[src/rtl/up_axi_master.sv]
// rtl/up_axi_master.sv - up_* register requests to AXI4-Lite master, one outstanding transaction
// Optional slave watchdog: define UP_AXI_MASTER_TIMEOUT_EN
module up_axi_master #(
  parameter int ADDRESS_WIDTH  = 14,
  parameter int TIMEOUT_CYCLES = 255
) (
  input  logic                     up_clk,
  input  logic                     up_rst,
  input  logic                     up_wreq,
  input  logic [ADDRESS_WIDTH-1:0] up_waddr,
  input  logic [31:0]              up_wdata,
  output logic                     up_wack,
  output logic                     up_werr,
  input  logic                     up_rreq,
  input  logic [ADDRESS_WIDTH-1:0] up_raddr,
  output logic [31:0]              up_rdata,
  output logic                     up_rack,
  output logic                     up_rerr,
  output logic                     up_busy,
  output logic                     m_axi_awvalid,
  output logic [ADDRESS_WIDTH+1:0] m_axi_awaddr,
  output logic [2:0]               m_axi_awprot,
  input  logic                     m_axi_awready,
  output logic                     m_axi_wvalid,
  output logic [31:0]              m_axi_wdata,
  output logic [3:0]               m_axi_wstrb,
  input  logic                     m_axi_wready,
  input  logic                     m_axi_bvalid,
  input  logic [1:0]               m_axi_bresp,
  output logic                     m_axi_bready,
  output logic                     m_axi_arvalid,
  output logic [ADDRESS_WIDTH+1:0] m_axi_araddr,
  output logic [2:0]               m_axi_arprot,
  input  logic                     m_axi_arready,
  input  logic                     m_axi_rvalid,
  input  logic [1:0]               m_axi_rresp,
  input  logic [31:0]              m_axi_rdata,
  output logic                     m_axi_rready
);

  typedef enum logic [2:0] {IDLE, WR, WRESP, RD, RDATA} state_t;

  state_t                   state, state_n;
  logic [ADDRESS_WIDTH-1:0] addr_q, pend_addr;
  logic [31:0]              wdata_q;
  logic                     aw_done, w_done, pend_rd, tmo;
  logic                     aw_hs, w_hs, b_hs, ar_hs, r_hs;

  assign m_axi_awvalid = (state == WR) && !aw_done;
  assign m_axi_wvalid  = (state == WR) && !w_done;
  assign m_axi_bready  = (state == WRESP);
  assign m_axi_arvalid = (state == RD);
  assign m_axi_rready  = (state == RDATA);
  assign m_axi_awaddr  = {addr_q, 2'b00};
  assign m_axi_araddr  = {addr_q, 2'b00};
  assign m_axi_wdata   = wdata_q;
  assign m_axi_wstrb   = 4'hF;
  assign m_axi_awprot  = 3'b000;
  assign m_axi_arprot  = 3'b000;
  assign up_busy       = (state != IDLE) || pend_rd;

  assign aw_hs = m_axi_awvalid && m_axi_awready;
  assign w_hs  = m_axi_wvalid && m_axi_wready;
  assign b_hs  = m_axi_bready && m_axi_bvalid;
  assign ar_hs = m_axi_arvalid && m_axi_arready;
  assign r_hs  = m_axi_rready && m_axi_rvalid;

`ifdef UP_AXI_MASTER_TIMEOUT_EN
  localparam logic [15:0] TMO_LAST = 16'(TIMEOUT_CYCLES - 1);
  logic [15:0] tmo_cnt;
  logic        any_hs;

  assign any_hs = aw_hs || w_hs || b_hs || ar_hs || r_hs;

  always_ff @(posedge up_clk) begin
    if (up_rst || state == IDLE || any_hs) tmo_cnt <= '0;
    else                                  tmo_cnt <= tmo_cnt + 16'd1;
  end

  // fires after TIMEOUT_CYCLES consecutive non-idle clocks without a handshake
  assign tmo = (state != IDLE) && !any_hs && (tmo_cnt == TMO_LAST);
`else
  assign tmo = 1'b0;
`endif

  always_comb begin
    state_n = state;
    case (state)
      IDLE: begin
        if (pend_rd)      state_n = RD;
        else if (up_wreq) state_n = WR;
        else if (up_rreq) state_n = RD;
      end
      WR:      if ((aw_done || aw_hs) && (w_done || w_hs)) state_n = WRESP;
      WRESP:   if (b_hs) state_n = IDLE;
      RD:      if (ar_hs) state_n = RDATA;
      RDATA:   if (r_hs) state_n = IDLE;
      default: state_n = IDLE;
    endcase
    if (tmo) state_n = IDLE;
  end

  always_ff @(posedge up_clk) begin
    if (up_rst) begin
      state     <= IDLE;
      addr_q    <= '0;
      pend_addr <= '0;
      wdata_q   <= '0;
      aw_done   <= 1'b0;
      w_done    <= 1'b0;
      pend_rd   <= 1'b0;
      up_wack   <= 1'b0;
      up_werr   <= 1'b0;
      up_rack   <= 1'b0;
      up_rerr   <= 1'b0;
      up_rdata  <= '0;
    end else begin
      state   <= state_n;
      up_wack <= 1'b0;
      up_werr <= 1'b0;
      up_rack <= 1'b0;
      up_rerr <= 1'b0;
      case (state)
        IDLE: begin
          aw_done <= 1'b0;
          w_done  <= 1'b0;
          if (pend_rd) begin
            addr_q  <= pend_addr;
            pend_rd <= 1'b0;
          end else if (up_wreq) begin
            addr_q  <= up_waddr;
            wdata_q <= up_wdata;
            // simultaneous read is parked and issued once the write acks
            if (up_rreq) begin
              pend_rd   <= 1'b1;
              pend_addr <= up_raddr;
            end
          end else if (up_rreq) begin
            addr_q <= up_raddr;
          end
        end
        WR: begin
          if (aw_hs) aw_done <= 1'b1;
          if (w_hs)  w_done  <= 1'b1;
        end
        WRESP: if (b_hs) begin
          up_wack <= 1'b1;
          up_werr <= (m_axi_bresp != 2'b00);
        end
        RDATA: if (r_hs) begin
          up_rack  <= 1'b1;
          up_rerr  <= (m_axi_rresp != 2'b00);
          up_rdata <= m_axi_rdata;
        end
        default: ;
      endcase
      if (tmo) begin
        pend_rd <= 1'b0;
        if (state == WR || state == WRESP) begin
          up_wack <= 1'b1;
          up_werr <= 1'b1;
        end else begin
          up_rack  <= 1'b1;
          up_rerr  <= 1'b1;
          up_rdata <= 32'hDEADDEAD;
        end
      end
    end
  end

endmodule

[config.mk]
export PLATFORM = sky130hd
export DESIGN_NAME = up_axi_master
export DESIGN_NICKNAME = d
export VERILOG_FILES = /design/src/rtl/up_axi_master.sv
export SDC_FILE = /design/constraint.sdc
export NUM_CORES = 1
export LEC_CHECK = 0
export ABC_AREA = 1
export BUFFER_PORTS_ARGS = -buffer_cell sky130_fd_sc_hd__buf_2
export CAP_MARGIN = 25
export CORE_MARGIN = 2
export CORE_UTILIZATION = 48
export DETAILED_ROUTE_END_ITERATION = 10
export PLACE_DENSITY = 0.9
export SYNTH_ARGS = -nofsm -noshare
export SYNTH_HDL_FRONTEND = slang
export SYNTH_SLANG_ARGS = --single-unit
[constraint.sdc]
create_clock -name up_clk -period 3 [get_ports up_clk]
set_clock_uncertainty 0.2 [all_clocks]
set_input_delay 0.6 -clock up_clk [delete_from_list [all_inputs] [get_ports up_clk]]
set_output_delay 0.6 -clock up_clk [all_outputs]
set_load 0.02 [all_outputs]
Yosys cells after proc, flatten, opt, wreduce, memory -nomap -nowiden

Cells that the tools add are included.

Bits in registers: 102
Input port bits: 105
Output and inout port bits: 116

Equal/unequal tests: 11
Mux-type cells: 20
Bitwise gates (word level): 5
Reductions and logical operators: 30

Operator list:

| cell                                          | number |
|---|---|
| 2-to-1 mux 14 bit                             | 3 |
| 2-to-1 mux 3 bit                              | 7 |
| one-hot mux 3 bit (5 select lines)            | 1 |
| logical AND 1 bit                             | 8 |
| != test 2 x 1 -> 1 bit, second input constant | 4 |
| AND reduction 2 bit                           | 4 |
| 2-to-1 mux 1 bit                              | 7 |
| == test 3 x 2 -> 1 bit, second input constant | 2 |
| nonzero test 2 bit                            | 3 |
| nonzero test 3 bit                            | 2 |
| OR reduction 3 bit                            | 2 |
| inverter 1 bit                                | 5 |
| AND reduction 5 bit                           | 1 |
| != test 2 bit, second input constant          | 2 |
| != test 4 bit, second input constant          | 1 |
| one-hot mux 1 bit (2 select lines)            | 2 |
| AND reduction 4 bit                           | 1 |
| OR reduction 2 bit                            | 2 |
| == test 3 x 1 -> 1 bit, second input constant | 1 |
| == test 3 bit, second input constant          | 1 |
| logical NOT 3 bit                             | 1 |
| logical OR 1 bit                              | 3 |
| AND reduction 3 bit                           | 1 |
| logical NOT 1 bit                             | 2 |

Logic depth before layout (Yosys ltp)

Gate-level depths: netlist of run 1.

Depth in word-level cells: 7
Gate-level depth with buffers: 10

Worst setup path before layout of run 1

Ideal clock, no wire load.

Path type: input port to flip-flop
From: in up_wreq
To: reg pend_addr[5]
Arrival: 1.486 ns
Required time: 2.684 ns
Setup slack: 1.198 ns
Cell stages on the path: 10
Cells stage by stage: inv_1 -> nor2_1 -> inv_1 -> nor2_8 -> inv_4 -> nor2_8 -> inv_2 -> buf_6 -> nor2_1 -> nor2_1

Cells in the longest elaborated chain, start to end: 1

RTL lines:

| what                                 | RTL line | RTL |
|---|---|---|
| from (decl)                          | 9        | `input logic up_wreq,` |
| AND reduction 4 bit (no source line) | -        |  |
| to (signal assigned)                 | 136      | `pend_addr <= up_raddr;` |
| to (decl)                            | 44       | `logic [ADDRESS_WIDTH-1:0] addr_q, pend_addr;` |

Every way passes these cells.
A chain may end at the register's enable or synchronous reset.

Worst setup path after layout of run 1

From: reg state[0]
To: reg up_rerr

Cells in the longest elaborated chain, start to end: 4
Elaborated cells between the ends (all ways): 5
Those cells by class: eq/ne: 1; bitwise: 2; reduce/logical: 2

RTL lines:

| what                                  | RTL line | RTL |
|---|---|---|
| from (decl)                           | 43       | `state_t state, state_n;` |
| from (signal assigned)                | 118      | `state <= state_n;` |
| == test 3 bit *                       | 53, 123  |  |
| logical AND 1 bit                     | 66       | `assign r_hs = m_axi_rready && m_axi_rvalid;` |
| inverter 1 bit (no source line)       | -        |  |
| OR reduction 3 bit (no source line) * | -        |  |
| to (signal assigned)                  | 152      | `up_rerr <= (m_axi_rresp != 2'b00);` |
| to (decl)                             | 18       | `output logic up_rerr,` |

Mark *: on every way between the ends. The rest lies on a longest branch, timed or not.

==> flow_summary.toml, run 1 <==
[synth]
yosysWarnings = 0
syn_area_mm2 = 0.00418
synth_top_family_by_area = "simple AND/OR/NAND/NOR gates"
synthTopCellsByArea = "dfxtp_1 (49%), nor2_1 (10%), o21ai_0 (6.5%)"
synth_xor_area_share_pct = 0
synth_top_area_share_pct = 48.9
syn_inst = 539
synth_mux_area_share_pct = 0
synth-compound-area-share_pct = 16.3
synth_top_area_cell = "dfxtp_1"
synth_seq_cells = 102
synth-simple-area-share_pct = 23.8
synth_fa_ha_area_share_pct = 0
ys_seq_area_share_pct = 48.9
synth_cell_types = 28
synth.avg_cell_area_um2 = 7.75

[floorplan]
ios = 221
die_h_um = 97.3
die_w_um = 97.3
die_area_mm2 = 0.00947
start_util_pct = 48.6
rows = 34
design.core.area_mm2 = 0.00859

[sta]
relSlewSlack_pct = 33.8
finalSetupViolations = 0
finalCritPeriodShare_pct = 83.9
rsz0062_at_grt = "no"
finalMaxSlewViolations = 0
finalWorstPathRequiredPeriod_ns = 2.52
finalSetupTns_ns = 0
worst_pin_slew_ns = 0.990
fmax_mhz = 397
hold_viol = 0

[drt]
route.met2.wl_um = 5620
drt-met1-wl_um = 4460
routed-wl-met3_um = 992
wl_per_cell_um = 13.7
drtIter0Drc = 168
wl_um = 11300
drc = 0
highest_layer = "met4"
firstDrtPassIters = 5
num_vias = 4192
vias_per_cell = 5.09
drtAntennaViolNets = 0

[power_and_ir_drop]
power_w = 0.00433
leakagePower_nw = 2.62
powerDensity_mw_per_mm2 = 826
peakVddDrop_mv = 0.560

[cells_and_area]
n_fill_cell = 772
final_cell_mix = "buf_2 (206), nor2_1 (111), dfxtp_1 (102)"
areaGrowthSynthToFinish_pct = 25.4
drive_above_1_share_pct = 34.8
final_cells = 823
nNetsFinal = 815
final_cell_area_mm2 = 0.00524
diodes = 0
final_common_cell = "buf_2"
final_util_pct = 61.0

[cts]
tritoncts = "built"
cts_setup_buffers = 0
clkLatencyLatePin_ns = 0.35
path_clk_slew_ns = 0.10
ctsHoldBuffers = 0
cts-root-buf = "clkbuf_8"
cts_resized = 0
clk_path_buf_depth = 2
htree_levels = 3
cts_sinks = 102
cts_buffers = 9

[setup_path]
critPathTopFamily = "simple AND/OR/NAND/NOR gates"
path_common_cell = "nand2_1"
crit_buf_inv = 1
crit_slowest_cell = "nand2_1"
path_max_fanout = 34
critPathArrivalTime_ns = 2.61
r2r_start = "state[0]"
worstSetupPathType = "flip-flop to flip-flop"
required_ns = 3.09
critPathCaptureType = "flip-flop"
critPathLaunch = "state[0]"
crit_chain = "nor2_4 -> nand2_1 -> inv_2 -> nand2_1 -> nor2_1 -> o21a_1"
slowest_delay_ns = 0.74
startpoint_type = "flip-flop"

[place]
place.gp.congestion = 0.878
dp_hpwl_um = 8310
placed_cells = 807
numPortBuffers = 206
postPlaceCellArea_mm2 = 0.00505

[grt]
grt_pass1_vias = 3902
antenna_found_initial = 0
overflow = 0
track_usage_pct = 23.0
grt_pass1_wl_um = 18000
grt_start_max_net_pins = 49

[outcome]
status = "completed"

[flow_run]
maxCapViolations = 0

[worst_hold_path]
holdCritStartpoint = "m_axi_bresp[0]"
hold_class = "primary input to flip-flop"
[final timing paths]
kind / endpoint / slack [ns] / cells after the start
worst max-delay path: up_rerr / 0.48 / 6
worst min register to register: up_rdata[20] / 0.26 / 2
worst max register to register: up_rerr / 0.48 / 6
worst min-delay path: up_werr / 0.25 / 2
[layer usage]
| layer | global-route usage (%) | vias up |
|---|---|---|
| met1 | 27.2 | 1903 |
| li1 | - | 2064 |
| met5 | 0 | - |
| met3 | 6.55 | 21 |
| met2 | 40.5 | 204 |
| met4 | 7.37 | 0 |
[report_power, final]
group / total [W] / leakage [nW] / switching, W / internal, W
logic: 0.00170 / 1.68 / 0.00118 / 0.000524
clock network: 0.000830 / 0.0961 / 0.000475 / 0.000355
registers: 0.00180 / 0.834 / 0.000172 / 0.00162
[logic make-up after synthesis]
family / count (synthesis)
buffers and inverters: 84
and+or+nand+nor: 226
AOI/OAI and AO/OA: 125
other: 2
DFF: 102
[registers in the layout, summed over array words and instances, names as in the netlist, 3 cells and up]
register     cells
addr_q          14
m_axi_wdata     32
pend_addr       14
state            3
up_rdata        32
[cell usage after synthesis]
| library cell | instances |
|---|---|
| buf_1 | 1 |
| o21ai_0 | 54 |
| clkbuf_1 | 18 |
| nand3_1 | 36 |
| buf_4 | 28 |
| nand2_1 | 55 |
| nor2_1 | 111 |
| buf_6 | 2 |
| buf_2 | 12 |
| nor2_4 | 2 |
| nand4_1 | 2 |
| o21a_1 | 2 |
| nor2_8 | 2 |
| inv_2 | 3 |
| conb_1 | 2 |
| nand3b_1 | 1 |
| inv_1 | 19 |
| nand2_4 | 1 |
| inv_4 | 1 |
| nor3_1 | 2 |
| a21oi_2 | 1 |
| or2_2 | 12 |
| o221ai_1 | 12 |
| a21oi_1 | 49 |
| o22ai_1 | 2 |
| nor2_2 | 2 |
| o21ai_1 | 5 |
| dfxtp_1 | 102 |
[area by class of cell]
class,count,area (um^2),share of cell area (%)
flip-flops and latches,102,2040,38.9
multi-input cells,365,1730,33.0
repair buffers,209,1050,20.1
clock buffers,11,151,2.89
well taps,108,135,2.58
inverters,23,88.8,1.69
clock inverters,5,42.5,0.811
[metrics by stage]
stage | setup slack, ns | hold slack [ns]
global route | 0.146 | 0.231
finish | 0.482 | 0.247
CTS | 0.439 | 0.228
floorplan | 1.20 | 0.259
detailed placement | 0.314 | 0.254
global placement | 0.365 | 0.245
No activity file was read; power rests on OpenSTA's default activity.
==> run 2, diff against run 1 <==
--- a/config.mk
+++ b/config.mk
@@ -9,9 +9,9 @@
 export BUFFER_PORTS_ARGS = -buffer_cell sky130_fd_sc_hd__buf_2
 export CAP_MARGIN = 25
 export CORE_MARGIN = 2
-export CORE_UTILIZATION = 48
+export CORE_UTILIZATION = 41
 export DETAILED_ROUTE_END_ITERATION = 10
-export PLACE_DENSITY = 0.9
+export PLACE_DENSITY = 0.82
 export SYNTH_ARGS = -nofsm -noshare
 export SYNTH_HDL_FRONTEND = slang
 export SYNTH_SLANG_ARGS = --single-unit
==> constraint.sdc (replaced) <==
create_clock -name up_clk -period 2.1 [get_ports up_clk]
set_clock_uncertainty 0.2 [all_clocks]
set_input_delay 0.42 -clock up_clk [delete_from_list [all_inputs] [get_ports up_clk]]
set_output_delay 0.42 -clock up_clk [all_outputs]
set_load 0.02 [all_outputs]
==> run 2 against run 1 <==
Core utilization decreased by 6.6 points. Sequential cell count is the same. Register-to-register slack worse by 0.11 ns. Sequential power up 42%. Largest power group unchanged. Highest routed layer unchanged.
==> flow_summary.toml, run 2 (synthesized netlist as in run 1, its figures left out) <==
[outcome]
status = "completed"

[floorplan]
ios = 221
design.core.area_mm2 = 0.00982
die_h_um = 105
rows = 36
die_w_um = 105
die_area_mm2 = 0.0110
start_util_pct = 42.6

[power_and_ir_drop]
pwr-share-comb_pct = 40.1
powerDensity_mw_per_mm2 = 1150
swShare_pct = 41.7
peakVddDrop_mv = 0.619
intPower_w = 0.00359
power_switching_w = 0.00257
leakagePower_nw = 2.66
clkPwrFrac_pct = 18.4
pwr-share-seq_pct = 41.5
power_w = 0.00616

[sta]
hold_viol = 0
fin_ws_ns = 0.0611
rsz0062_at_grt = "yes"
worst_pin_slew_ns = 0.539
relSlewSlack_pct = 64.0
fmax_mhz = 490
finalWorstPathRequiredPeriod_ns = 2.04
finalSetupViolations = 0
finalCritPeriodShare_pct = 97.1
finalMaxSlewViolations = 0

[setup_path]
reg2reg_depth = 6
r2r_start = "pend_rd"
path_max_fanout = 8
critPathArrivalTime_ns = 1.42
critPathCaptureType = "output port"
r2r_slack_ns = 0.37
worstSetupPathType = "flip-flop to output port"
startpoint_type = "flip-flop"
required_ns = 1.48
rr_endpoint = "addr_q[11]"

[cts]
path_clk_slew_ns = 0.10
clkLatencyLatePin_ns = 0.35
cts_sinks = 102
cts-root-buf = "clkbuf_8"
cts_buffers = 9
clk_path_buf_depth = 2
htree_levels = 3
tritoncts = "built"

[drt]
drtAntennaViolNets = 0
vias_per_cell = 4.81
drc = 0
firstDrtPassIters = 4
drtIter0Drc = 151
wl_per_cell_um = 12.8
num_vias = 4126
wl_um = 11000

[grt]
track_usage_pct = 19.5
grt_pass1_vias = 3872
grt_pass1_wl_um = 17900
antenna_found_initial = 1
grt_start_max_net_pins = 37
overflow = 0

[place]
place.gp.congestion = 0.783
dp_hpwl_um = 7860
dpl_worst_slack_ns = 0.246
placed_cells = 840
numPortBuffers = 206
postPlaceCellArea_mm2 = 0.00515

[worst_hold_path]
hold_depth = 2
hold_class = "primary input to flip-flop"
holdCritStartpoint = "m_axi_rresp[0]"
hold_path_end = "up_rerr"

[cells_and_area]
nNetsFinal = 823
final_cell_mix = "buf_2 (205), nor2_1 (110), dfxtp_1 (101)"
final_cells = 857
seqCellArea_mm2 = 0.00204
drive_above_1_share_pct = 35.5
n_fill_cell = 974
areaGrowthSynthToFinish_pct = 27.7
final_common_cell = "buf_2"
final_cell_area_mm2 = 0.00534
multiInputGateArea_mm2 = 0.00173

[flow_run]
maxCapViolations = 0
## run 2: cell types whose count changed in the layout (fill, tap and decap cells not counted), sizes merged
cell,change
buf,+8
clkbuf,+1
clkinvlp,-1
diode,+1
## run 2: stage by stage
stage / hold slack [ns] / util (%) / setup TNS [ns]
CTS: 0.0375 / 54.3 / 0
detailed placement: 0.247 / 52.5 / 0
finish: 0.0551 / 54.4 / 0
global placement: 0.244 / 52.5 / 0
floorplan: 0.259 / - / 0
global route: 0.0359 / 54.4 / -0.0895
## run 2: per-layer routing
metal / up-vias / wire (um) / GRT usage, %
met3: 16 / 682 / 4.05
met2: 143 / 5290 / 32.7
met5: - / 0 / 0
li1: 2086 / - / -
met4: 0 / 178 / 6.76
met1: 1881 / 4800 / 24.8
## run 2: power groups by stage
stage | clock network [W] | registers [W] | logic, W
finish | 0.00113 | 0.00255 | 0.00247
global route | 0.00127 | 0.00260 | 0.00273
CTS | 0.00117 | 0.00255 | 0.00249
detailed placement | 0 | 0.00258 | 0.00249
global placement | 0 | 0.00258 | 0.00245
floorplan | 0 | 0.00293 | 0.00149
## run 2: worst max path at each step
stage | startpoint | to | slack (ns) | cells after the start
after detailed placement | up_wreq | pend_addr[6] | 0.25 | 10
after global routing | state[0] | m_axi_awvalid | -0.04 | 5
final | state[2] | up_busy | 0.06 | 5
after global placement | up_wreq | pend_addr[2] | 0.33 | 10
after floorplan | up_wreq | pend_addr[5] | 0.48 | 10
after CTS | state[0] | m_axi_wvalid | 0.005 | 5
## run 2: timing repair
action,CTS,global route
buffers inserted,0,0
hold buffers,0,0
setup endpoints to repair,0,3
gates resized for setup,0,3
endpoints found under the hold margin,0,0
## run 2: layout make-up
cell class | count | share of cell area, %
clock inverter | 4 | 0.586
antenna | 1 | 0.0469
inverter | 23 | 1.66
clock buffer | 12 | 2.72
timing repair buffer | 217 | 21.1
tap | 133 | 3.12
multi-input combinational | 365 | 32.4
sequential | 102 | 38.3
## run 2: worst max-delay path, cell delays in order (launching register included)
cell and delay (ns):
dfxtp_1 0.44, inv_1 0.10, nand2_4 0.16, inv_1 0.12
nand2_1 0.07, buf_2 0.17
==> run 3, diff against run 2 <==
--- a/config.mk
+++ b/config.mk
@@ -8,10 +8,12 @@
 export ABC_AREA = 1
 export BUFFER_PORTS_ARGS = -buffer_cell sky130_fd_sc_hd__buf_2
 export CAP_MARGIN = 25
+export CELL_PAD_IN_SITES_DETAIL_PLACEMENT = 0
+export CELL_PAD_IN_SITES_GLOBAL_PLACEMENT = 2
 export CORE_MARGIN = 2
-export CORE_UTILIZATION = 41
+export CORE_UTILIZATION = 21
 export DETAILED_ROUTE_END_ITERATION = 10
-export PLACE_DENSITY = 0.82
+export PLACE_DENSITY = 0.8
 export SYNTH_ARGS = -nofsm -noshare
 export SYNTH_HDL_FRONTEND = slang
 export SYNTH_SLANG_ARGS = --single-unit
==> run 3 against run 2 <==
Cell count up 16%. Worst hold slack better by 0.0079 ns. Core utilization fell by 25 points.
==> flow_summary.toml, run 3 (synthesized netlist as in run 1, its figures left out) <==
[cts]
clkLatencyLatePin_ns = 0.35
cts_buffers = 9
cts_sinks = 102
cts-root-buf = "clkbuf_16"
htree_levels = 3
clk_path_buf_depth = 2
path_clk_slew_ns = 0.07
tritoncts = "built"
cts_setup_buffers = 0

[floorplan]
ios = 221
rows = 51
design.core.area_mm2 = 0.0195
die_h_um = 145
start_util_pct = 21.4
die_area_mm2 = 0.0210
die_w_um = 145

[drt]
vias_per_cell = 4.08
wl_um = 13300
drtAntennaViolNets = 0
drc = 0
num_vias = 4037
wl_per_cell_um = 13.5
drtIter0Drc = 185
firstDrtPassIters = 6

[sta]
finalWorstPathRequiredPeriod_ns = 2.01
hold_viol = 0
finalSetupTns_ns = 0
finalMaxSlewViolations = 0
fmax_mhz = 496
finalCritPeriodShare_pct = 95.9
finalSetupViolations = 0

[setup_path]
r2r_slack_ns = 0.40
critPathCaptureType = "output port"
critPathLaunch = "state[0]"
reg2reg_depth = 8
rr_endpoint = "pend_addr[13]"
critPathArrivalTime_ns = 1.39
path_max_fanout = 5
required_ns = 1.48
cp-endpoint = "m_axi_awvalid"
worstSetupPathType = "flip-flop to output port"
startpoint_type = "flip-flop"
r2r_start = "state[0]"

[cells_and_area]
drive_above_1_share_pct = 36.4
diodes = 0
final_cell_area_mm2 = 0.00568
final_util_pct = 29.1
final_common_cell = "buf_2"
nNetsFinal = 825
final_cell_mix = "buf_2 (204), nor2_1 (109), dfxtp_1 (99)"
areaGrowthSynthToFinish_pct = 35.8
final_cells = 990

[place]
place.gp.congestion = 0.751
numPortBuffers = 206
postPlaceCellArea_mm2 = 0.00535
dp_hpwl_um = 9430
placed_cells = 974

[grt]
grt_pass1_wl_um = 21200
antenna_found_initial = 0
overflow = 0
track_usage_pct = 12.6
grt_start_max_net_pins = 41
grt_pass1_vias = 3930

[power_and_ir_drop]
peakVddDrop_mv = 0.425
leakagePower_nw = 2.73
powerDensity_mw_per_mm2 = 1220

[outcome]
status = "completed"

[worst_hold_path]
hold_class = "primary input to flip-flop"
hold_depth = 2

[flow_run]
maxCapViolations = 0
run 3: cell types whose count changed in the layout (fill, tap and decap cells not counted), moves of 2 or more:
cell       change
dfxtp_1        -2
clkbuf_16      +9
clkbuf_8       -8
dfxtp_2        +2
buf_4          +2
run 3: report_power, final:
part           internal (W)  leakage (nW)  switching, W
combinational      0.000854          1.74       0.00174
sequential          0.00233         0.835      0.000229
clock              0.000995         0.149      0.000772
run 3: critical path, stage by stage (launching register included):
cell and delay [ns]:
dfxtp_2 0.38, inv_1 0.05, nor2_1 0.20, nand2_2 0.13, nor2_2 0.13, buf_4 0.16
run 3: final cells by class:
cell class | instances | area (um^2)
Timing Repair Buffer | 219 | 1160
Clock inverter | 4 | 55.1
Inverter | 23 | 91.3
Clock buffer | 12 | 256
Fill cell | 2204 | 13900
Multi-Input combinational cell | 365 | 1740
Sequential cell | 102 | 2050
Tap cell | 265 | 332
run 3: worst min path at each step:
stage	start	to	slack, ns
2_1_floorplan	aw_done	aw_done	0.26
3_3_place_gp	up_rdata[23]	up_rdata[23]	0.25
3_5_place_dp	up_rdata[8]	up_rdata[8]	0.25
4_1_cts	m_axi_rresp[0]	up_rerr	0.04
5_1_grt	m_axi_bresp[0]	up_werr	0.06
6_report	m_axi_rresp[0]	up_rerr	0.06
run 3: per-layer routing:
metal | global-route usage, % | vias to the layer above | part of all wire, %
met3 | 2.92 | 19 | 5.1
met2 | 19.8 | 113 | 45
li1 | - | 2089 | -
met5 | 0 | - | 0
met1 | 16.2 | 1816 | 47
met4 | 6.27 | 0 | 2.7
run 3: what timing repair did:
action / CTS / global route
setup endpoints to repair: 2 / 4
gates resized for setup: 3 / 6
cloned: 0 / 0
endpoints found under the hold margin: 0 / 0
hold buffers: 0 / 0
run 3: metrics by stage:
stage | hold slack (ns) | setup slack [ns] | total power, W
floorplan | 0.259 | 0.478 | 0.00442
CTS | 0.0417 | 0.0000175 | 0.00703
global placement | 0.247 | 0.276 | 0.00521
global route | 0.0606 | -0.00346 | 0.00742
detailed placement | 0.250 | 0.212 | 0.00520
finish | 0.0630 | 0.0857 | 0.00692
